### src/rtl/npu_pkg.sv
// npu_pkg: shared types for the Mini_NPU systolic array tiles.
//   pe_mode_e  : processing-element operating mode (PASS / ACC)
//   pe_state_e : processing-element control state (S_IDLE / S_ACC)
package npu_pkg;

  typedef enum logic {
    PE_PASS = 1'b0,
    PE_ACC  = 1'b1
  } pe_mode_e;

  typedef enum logic {
    S_IDLE = 1'b0,
    S_ACC  = 1'b1
  } pe_state_e;

endpackage

### src/rtl/pe_mac_add.sv
// pe_mac_add: combinational multiply-add for one systolic PE.
//   result = addend + sign_extend({1'b0, pix} * weight)
// Ports:
//   pix     in  DATA_W  unsigned pixel
//   weight  in  WGT_W   signed weight
//   addend  in  ACC_W   signed partial sum / accumulator
//   result  out ACC_W   signed sum
// Build option: define PE_SATURATE_EN to clamp the sum to the signed ACC_W
// range; otherwise the sum wraps modulo 2^ACC_W.
module pe_mac_add #(
  parameter int DATA_W = 8,
  parameter int WGT_W  = 8,
  parameter int ACC_W  = 18
) (
  input  logic [DATA_W-1:0]        pix,
  input  logic signed [WGT_W-1:0]  weight,
  input  logic signed [ACC_W-1:0]  addend,
  output logic signed [ACC_W-1:0]  result
);

  localparam int PROD_W = DATA_W + 1 + WGT_W;

  logic signed [DATA_W:0]   pix_s;
  logic signed [PROD_W-1:0] prod;
  logic signed [ACC_W-1:0]  prod_ext;
  logic signed [ACC_W:0]    sum_wide;

`ifdef PE_SATURATE_EN
  // One guard bit is enough: a single add of two ACC_W values cannot
  // overflow ACC_W+1 bits.
  function automatic logic signed [ACC_W-1:0] sat(input logic signed [ACC_W:0] v);
    if (v[ACC_W] != v[ACC_W-1])
      return v[ACC_W] ? {1'b1, {(ACC_W-1){1'b0}}} : {1'b0, {(ACC_W-1){1'b1}}};
    return v[ACC_W-1:0];
  endfunction
`endif

  // Zero-extend the pixel by one bit so it multiplies as a non-negative signed value.
  assign pix_s    = signed'({1'b0, pix});
  assign prod     = PROD_W'(pix_s) * PROD_W'(weight);
  assign prod_ext = ACC_W'(prod);
  assign sum_wide = (ACC_W+1)'(addend) + (ACC_W+1)'(prod_ext);

`ifdef PE_SATURATE_EN
  assign result = sat(sum_wide);
`else
  assign result = sum_wide[ACC_W-1:0];
`endif

endmodule

### src/rtl/systolic_pe.sv
// systolic_pe: weight-stationary MAC processing element of the Mini_NPU array.
// Holds a preloaded signed weight; consumes an unsigned pixel stream.
//   PASS mode: sum_out = sum_in + pix*weight, one cycle after each valid beat.
//   ACC mode : accumulates cfg_acc_len beats locally (0 means 1), emits one result.
// Pixels are forwarded east through a register in both modes.
// Ports:
//   clk, rst (async, active-high)
//   w_load, w_in                 weight preload
//   cfg_mode, cfg_acc_len        mode / group length, sampled only in S_IDLE
//   pix_valid_in, pix_in, sum_in beat from west / north
//   pix_valid_out, pix_out       registered pixel forward
//   sum_valid_out, sum_out       result and its one-cycle valid
//   busy                         high while accumulating (S_ACC)
// Build option: PE_SATURATE_EN (see pe_mac_add) selects saturating adds.
module systolic_pe
  import npu_pkg::*;
#(
  parameter int DATA_W = 8,
  parameter int WGT_W  = 8,
  parameter int ACC_W  = 18,
  parameter int CNT_W  = 8
) (
  input  logic              clk,
  input  logic              rst,
  input  logic              w_load,
  input  logic [WGT_W-1:0]  w_in,
  input  logic              cfg_mode,
  input  logic [CNT_W-1:0]  cfg_acc_len,
  input  logic              pix_valid_in,
  input  logic [DATA_W-1:0] pix_in,
  input  logic [ACC_W-1:0]  sum_in,
  output logic              pix_valid_out,
  output logic [DATA_W-1:0] pix_out,
  output logic              sum_valid_out,
  output logic [ACC_W-1:0]  sum_out,
  output logic              busy
);

  pe_mode_e                 mode;
  pe_state_e                state_p1, state_nx;
  logic signed [WGT_W-1:0]  weight_p0;
  logic signed [ACC_W-1:0]  acc_p1, acc_nx;
  logic signed [ACC_W-1:0]  mac_addend, mac_result;
  logic [CNT_W-1:0]         cnt_p1, cnt_nx, len_p1, len_nx;
  logic [CNT_W-1:0]         cfg_len_eff, cnt_inc;
  logic [ACC_W-1:0]         sum_nx;
  logic                     sum_vld_nx;

  assign mode        = pe_mode_e'(cfg_mode);
  assign cfg_len_eff = (cfg_acc_len == '0) ? CNT_W'(1) : cfg_acc_len;
  assign cnt_inc     = cnt_p1 + CNT_W'(1);
  assign busy        = (state_p1 == S_ACC);

  // The first beat of an ACC group starts from zero; sum_in is ignored in ACC mode.
  always_comb begin
    mac_addend = '0;
    if (state_p1 == S_ACC)
      mac_addend = acc_p1;
    else if (mode == PE_PASS)
      mac_addend = signed'(sum_in);
  end

  pe_mac_add #(
    .DATA_W (DATA_W),
    .WGT_W  (WGT_W),
    .ACC_W  (ACC_W)
  ) u_mac (
    .pix    (pix_in),
    .weight (weight_p0),
    .addend (mac_addend),
    .result (mac_result)
  );

  always_comb begin
    state_nx   = state_p1;
    acc_nx     = acc_p1;
    cnt_nx     = cnt_p1;
    len_nx     = len_p1;
    sum_nx     = sum_out;
    sum_vld_nx = 1'b0;
    case (state_p1)
      S_IDLE: begin
        if (pix_valid_in) begin
          if (mode == PE_PASS) begin
            sum_nx     = mac_result;
            sum_vld_nx = 1'b1;
          end else begin
            len_nx = cfg_len_eff;
            acc_nx = mac_result;
            cnt_nx = CNT_W'(1);
            // Single-beat groups complete immediately without entering S_ACC.
            if (cfg_len_eff == CNT_W'(1)) begin
              sum_nx     = mac_result;
              sum_vld_nx = 1'b1;
            end else begin
              state_nx = S_ACC;
            end
          end
        end
      end
      S_ACC: begin
        if (pix_valid_in) begin
          acc_nx = mac_result;
          cnt_nx = cnt_inc;
          if (cnt_inc == len_p1) begin
            sum_nx     = mac_result;
            sum_vld_nx = 1'b1;
            state_nx   = S_IDLE;
          end
        end
      end
      default: state_nx = S_IDLE;
    endcase
  end

  // ---- register boundary: weight, pixel forward, FSM and result ----
  always_ff @(posedge clk or posedge rst) begin
    if (rst) begin
      weight_p0     <= '0;
      pix_out       <= '0;
      pix_valid_out <= 1'b0;
      state_p1      <= S_IDLE;
      acc_p1        <= '0;
      cnt_p1        <= '0;
      len_p1        <= '0;
      sum_out       <= '0;
      sum_valid_out <= 1'b0;
    end else begin
      if (w_load)
        weight_p0 <= signed'(w_in);
      pix_out       <= pix_in;
      pix_valid_out <= pix_valid_in;
      state_p1      <= state_nx;
      acc_p1        <= acc_nx;
      cnt_p1        <= cnt_nx;
      len_p1        <= len_nx;
      sum_out       <= sum_nx;
      sum_valid_out <= sum_vld_nx;
    end
  end

endmodule

### config.mk
export PLATFORM = sky130hd
export DESIGN_NAME = systolic_pe
export DESIGN_NICKNAME = d
export VERILOG_FILES = /design/src/rtl/npu_pkg.sv /design/src/rtl/pe_mac_add.sv /design/src/rtl/systolic_pe.sv
export SDC_FILE = /design/constraint.sdc
export NUM_CORES = 1
export LEC_CHECK = 0
export BUFFER_PORTS_ARGS = -buffer_cell sky130_fd_sc_hd__buf_2
export CORE_UTILIZATION = 35
export CTS_BUF_LIST = sky130_fd_sc_hd__clkbuf_8
export DETAILED_ROUTE_END_ITERATION = 6
export SYNTH_ARGS = -nofsm -noshare
export SYNTH_HDL_FRONTEND = slang
export SYNTH_HIERARCHICAL = 1
export SYNTH_SLANG_ARGS = --single-unit
### constraint.sdc
create_clock -name clk -period 11.5 [get_ports clk]
set_input_delay 2.3 -clock clk [delete_from_list [all_inputs] [get_ports clk]]
set_output_delay 2.3 -clock clk [all_outputs]
set_load 0.01 [all_outputs]
==> flow_metrics.py <==
metrics = {
    "clock_network": {
        "cts.clk_slew.worst_paths_ns": 0.10,
        "numCtsBuffers": 9,
        "max-clock-path-buffers": 2,
        "cts_tree": "built",
        "root_buffer": "clkbuf_8",
        "clock_latency_ns": 0.39,
        "cts-hold-fix-buffers": 0,
        "cts_setup_buffers": 0,
        "cts.htree.levels": 3,
        "cts.sinks": 71,
        "ctsResizeCount": 0,
    },
    "layout": {
        "final_area_sq_um": 7190,
        "antenna_cells": 0,
        "multi_input_area_sq_um": 4250,
        "area_growth_pct": 11.9,
        "fill_cells": 1812,
        "fin_nets": 846,
        "drive_gt1_share_pct": 22.9,
        "seq_area_sq_um": 1780,
    },
    "floorplan": {
        "core_area_sq_um": 18000,
        "start_util_pct": 35.8,
        "num_rows": 49,
        "pin_count": 76,
        "chipHeight_um": 137,
        "die_x_um": 137,
        "die_area_sq_um": 18900,
    },
    "setup_path": {
        "critPathBufInv": 6,
        "cp_data_arrival_time_ns": 7.55,
        "crit_end": "sum_out[16]",
        "reg2reg_setup_slack_ns": 5.81,
        "crit_family": "adder cells",
        "reg2reg_depth": 22,
        "critical_path_class": "input pin to register",
        "rr_startpoint": "busy",
        "cp_max_fo": 17,
        "cp_slowest_stage_delay_ns": 0.53,
        "cp_slowest_cell": "fa_1",
        "reg2reg_to": "sum_out[16]",
        "cp-start-kind": "input pin",
        "crit_required_ns": 11.74,
        "crit_chain": "buf_2 -> nor2_1 -> buf_4 -> a22o_1 -> inv_1 -> fa_1 -> inv_1 -> fa_1 -> ha_1 -> inv_1 -> fa_1 -> inv_1 -> ha_1 -> ha_1 -> fa_1 -> a21o_1 -> a21oi_2 -> o21ai_0 -> o31ai_1 -> o211ai_1 -> xor2_1 -> and3_1 -> a221oi_1 -> o311ai_2",
        "endpoint_kind": "register",
        "crit_cells": 24,
        "crit_start": "cfg_mode",
    },
    "worst_hold_path": {
        "hold_path.class": "register to register",
        "min_delay_path_depth": 2,
    },
    "route": {
        "dr_total_vias": 4832,
        "totalWireLength_um": 15200,
        "avgRoutedWirePerCell_um": 16.4,
        "remaining_drc_errors": 0,
        "vias_per_cell": 5.20,
        "drt.antenna.violating_nets": 0,
        "drt_iter0_drc": 316,
        "firstDrtPassIters": 5,
    },
    "yosys": {
        "yosysSeqAreaShare_pct": 27.7,
        "synth_most_common_cell": "nand2_1",
        "synthArstFlopShare_pct": 100,
        "yosys_warnings": 6,
        "synth_edf_count": 0,
        "yosys.area.top_type_share_pct": 27.7,
        "avgSynthCellArea_sq_um": 10.2,
        "synth_area_sq_um": 6420,
        "yosys_register_bits": 71,
        "synthTopCellsByCount": "nand2_1 (85), dfrtp_1 (71), inv_1 (63), ha_1 (53), fa_1 (51)",
        "synth.area.top_cells": "dfrtp_1 (28%), fa_1 (16%), ha_1 (10%), mux2_2 (6.0%), nand2_1 (5.0%)",
        "synth_cell_types": 57,
        "synthFlopType": "dfrtp_1",
        "synthCells": 630,
        "synth_nets": 781,
        "yosysTopAreaCell": "dfrtp_1",
    },
    "sta": {
        "slew-limit-headroom_pct": 31.2,
        "finClkSkew_ns": 0.0183,
        "period_share_pct": 63.5,
        "whs_ns": 0.512,
        "fin_crit_ns": 7.31,
        "tightest_slew_ns": 1.03,
        "setup_tns_ns": 0,
        "finalMaxSlewViolations": 0,
        "rsz0062_at_grt": "no",
        "hold_violations": 0,
        "setup-violations-final": 0,
        "max_freq_mhz": 137,
    },
    "placement": {
        "placed_area_sq_um": 6990,
        "gp_congestion": 0.809,
        "portBuffers": 75,
        "dp_hpwl_um": 11200,
    },
    "global_routing": {
        "antenna_found_initial": 0,
        "grt_pass1_vias": 5032,
        "grt_pass1_wl_um": 25700,
        "grt_max_degree": 72,
        "grt_usage_pct": 17.8,
        "globalRouteOverflowTotal": 0,
    },
    "job": {
        "cap_viol_max_count": 0,
    },
    "outcome": {
        "status": "completed",
    },
}
## worst register-to-register path, delay by kind of cell (launching register included)
| family | cells | cell delay [ns] |
|---|---|---|
| adders and majority gates | 7 | 2.73 |
| AOI/OAI and AO/OA | 8 | 1.54 |
| DFF | 1 | 0.35 |
| buffers and inverters | 5 | 0.60 |
| xor gates and xnor gates | 1 | 0.18 |
| and+or+nand+nor | 1 | 0.15 |
## state kept, by name, indices dropped and copies added, names as in the netlist
| name | cells |
|---|---|
| cnt_p1 | 8 |
| weight_p0 | 8 |
| busy | 1 |
| pix_out | 8 |
| sum_valid_out | 1 |
| len_p1 | 8 |
| sum_out | 18 |
| acc_p1 | 18 |
| pix_valid_out | 1 |
## stage by stage
| stage | utilization, % | cells | setup slack (ns) |
|---|---|---|---|
| finish | 40.0 | 929 | 4.19 |
| global route | 40.0 | 929 | 3.85 |
| CTS | 40.0 | 929 | 4.20 |
| global placement | 38.9 | 913 | 3.89 |
| detailed placement | 38.9 | 913 | 3.82 |
| floorplan | - | 630 | 4.11 |
## kinds of logic (layout without fill, tap and decap cells)
logic type               count (synthesis)  after routing  synth area share, %
AO/OA/AOI/OAI                          104            104                 14.3
XOR/XNOR                                24             24                 3.27
adder cells (fa/ha/maj)                104            104                 26.2
buffers and inverters                   92            162                 6.21
flip-flops                              71             71                 27.7
multiplexers                            35             35                 6.11
AND/OR/NAND/NOR                        200            200                 16.2
## layer usage
layer	track usage, %	up-vias	wire (um)
met1	23.7	2444	6970
met3	2.17	18	476
li1	-	2292	-
met4	7.08	0	323
met2	29.4	78	7470
met5	0	-	0
## cell type report
cell class	count	area share [%]
inverter	63	3.29
clock buffer	9	1.72
tap	229	3.99
multi-input combinational	467	59.2
timing repair buffer	83	6.06
clock inverter	7	1.08
sequential	71	24.7
## cells in the final DEF (no fill, tap or decap), types with 16 or more instances in the layout
cell / netlist / layout
a221oi_1: 18 / 18
a22o_1: 22 / 22
and2_1: 48 / 48
and3_1: 20 / 20
buf_2: 6 / 75
dfrtp_1: 71 / 71
fa_1: 51 / 51
ha_1: 53 / 53
inv_1: 63 / 62
mux2_2: 34 / 34
nand2_1: 85 / 85
xnor2_1: 16 / 16
## worst min path at each step
stage               start         end  slack, ns
2_1_floorplan   len_p1[0]   len_p1[0]       0.47
5_1_grt        acc_p1[10]  acc_p1[10]       0.54
6_report        len_p1[0]   len_p1[0]       0.51
3_3_place_gp   acc_p1[10]  acc_p1[10]       0.49
3_5_place_dp    len_p1[0]   len_p1[0]       0.49
4_1_cts         len_p1[0]   len_p1[0]       0.52
Power is left out: the tool's default activity adds up to more than one toggle a clock period on the data nets, which glitch-free logic cannot reach.
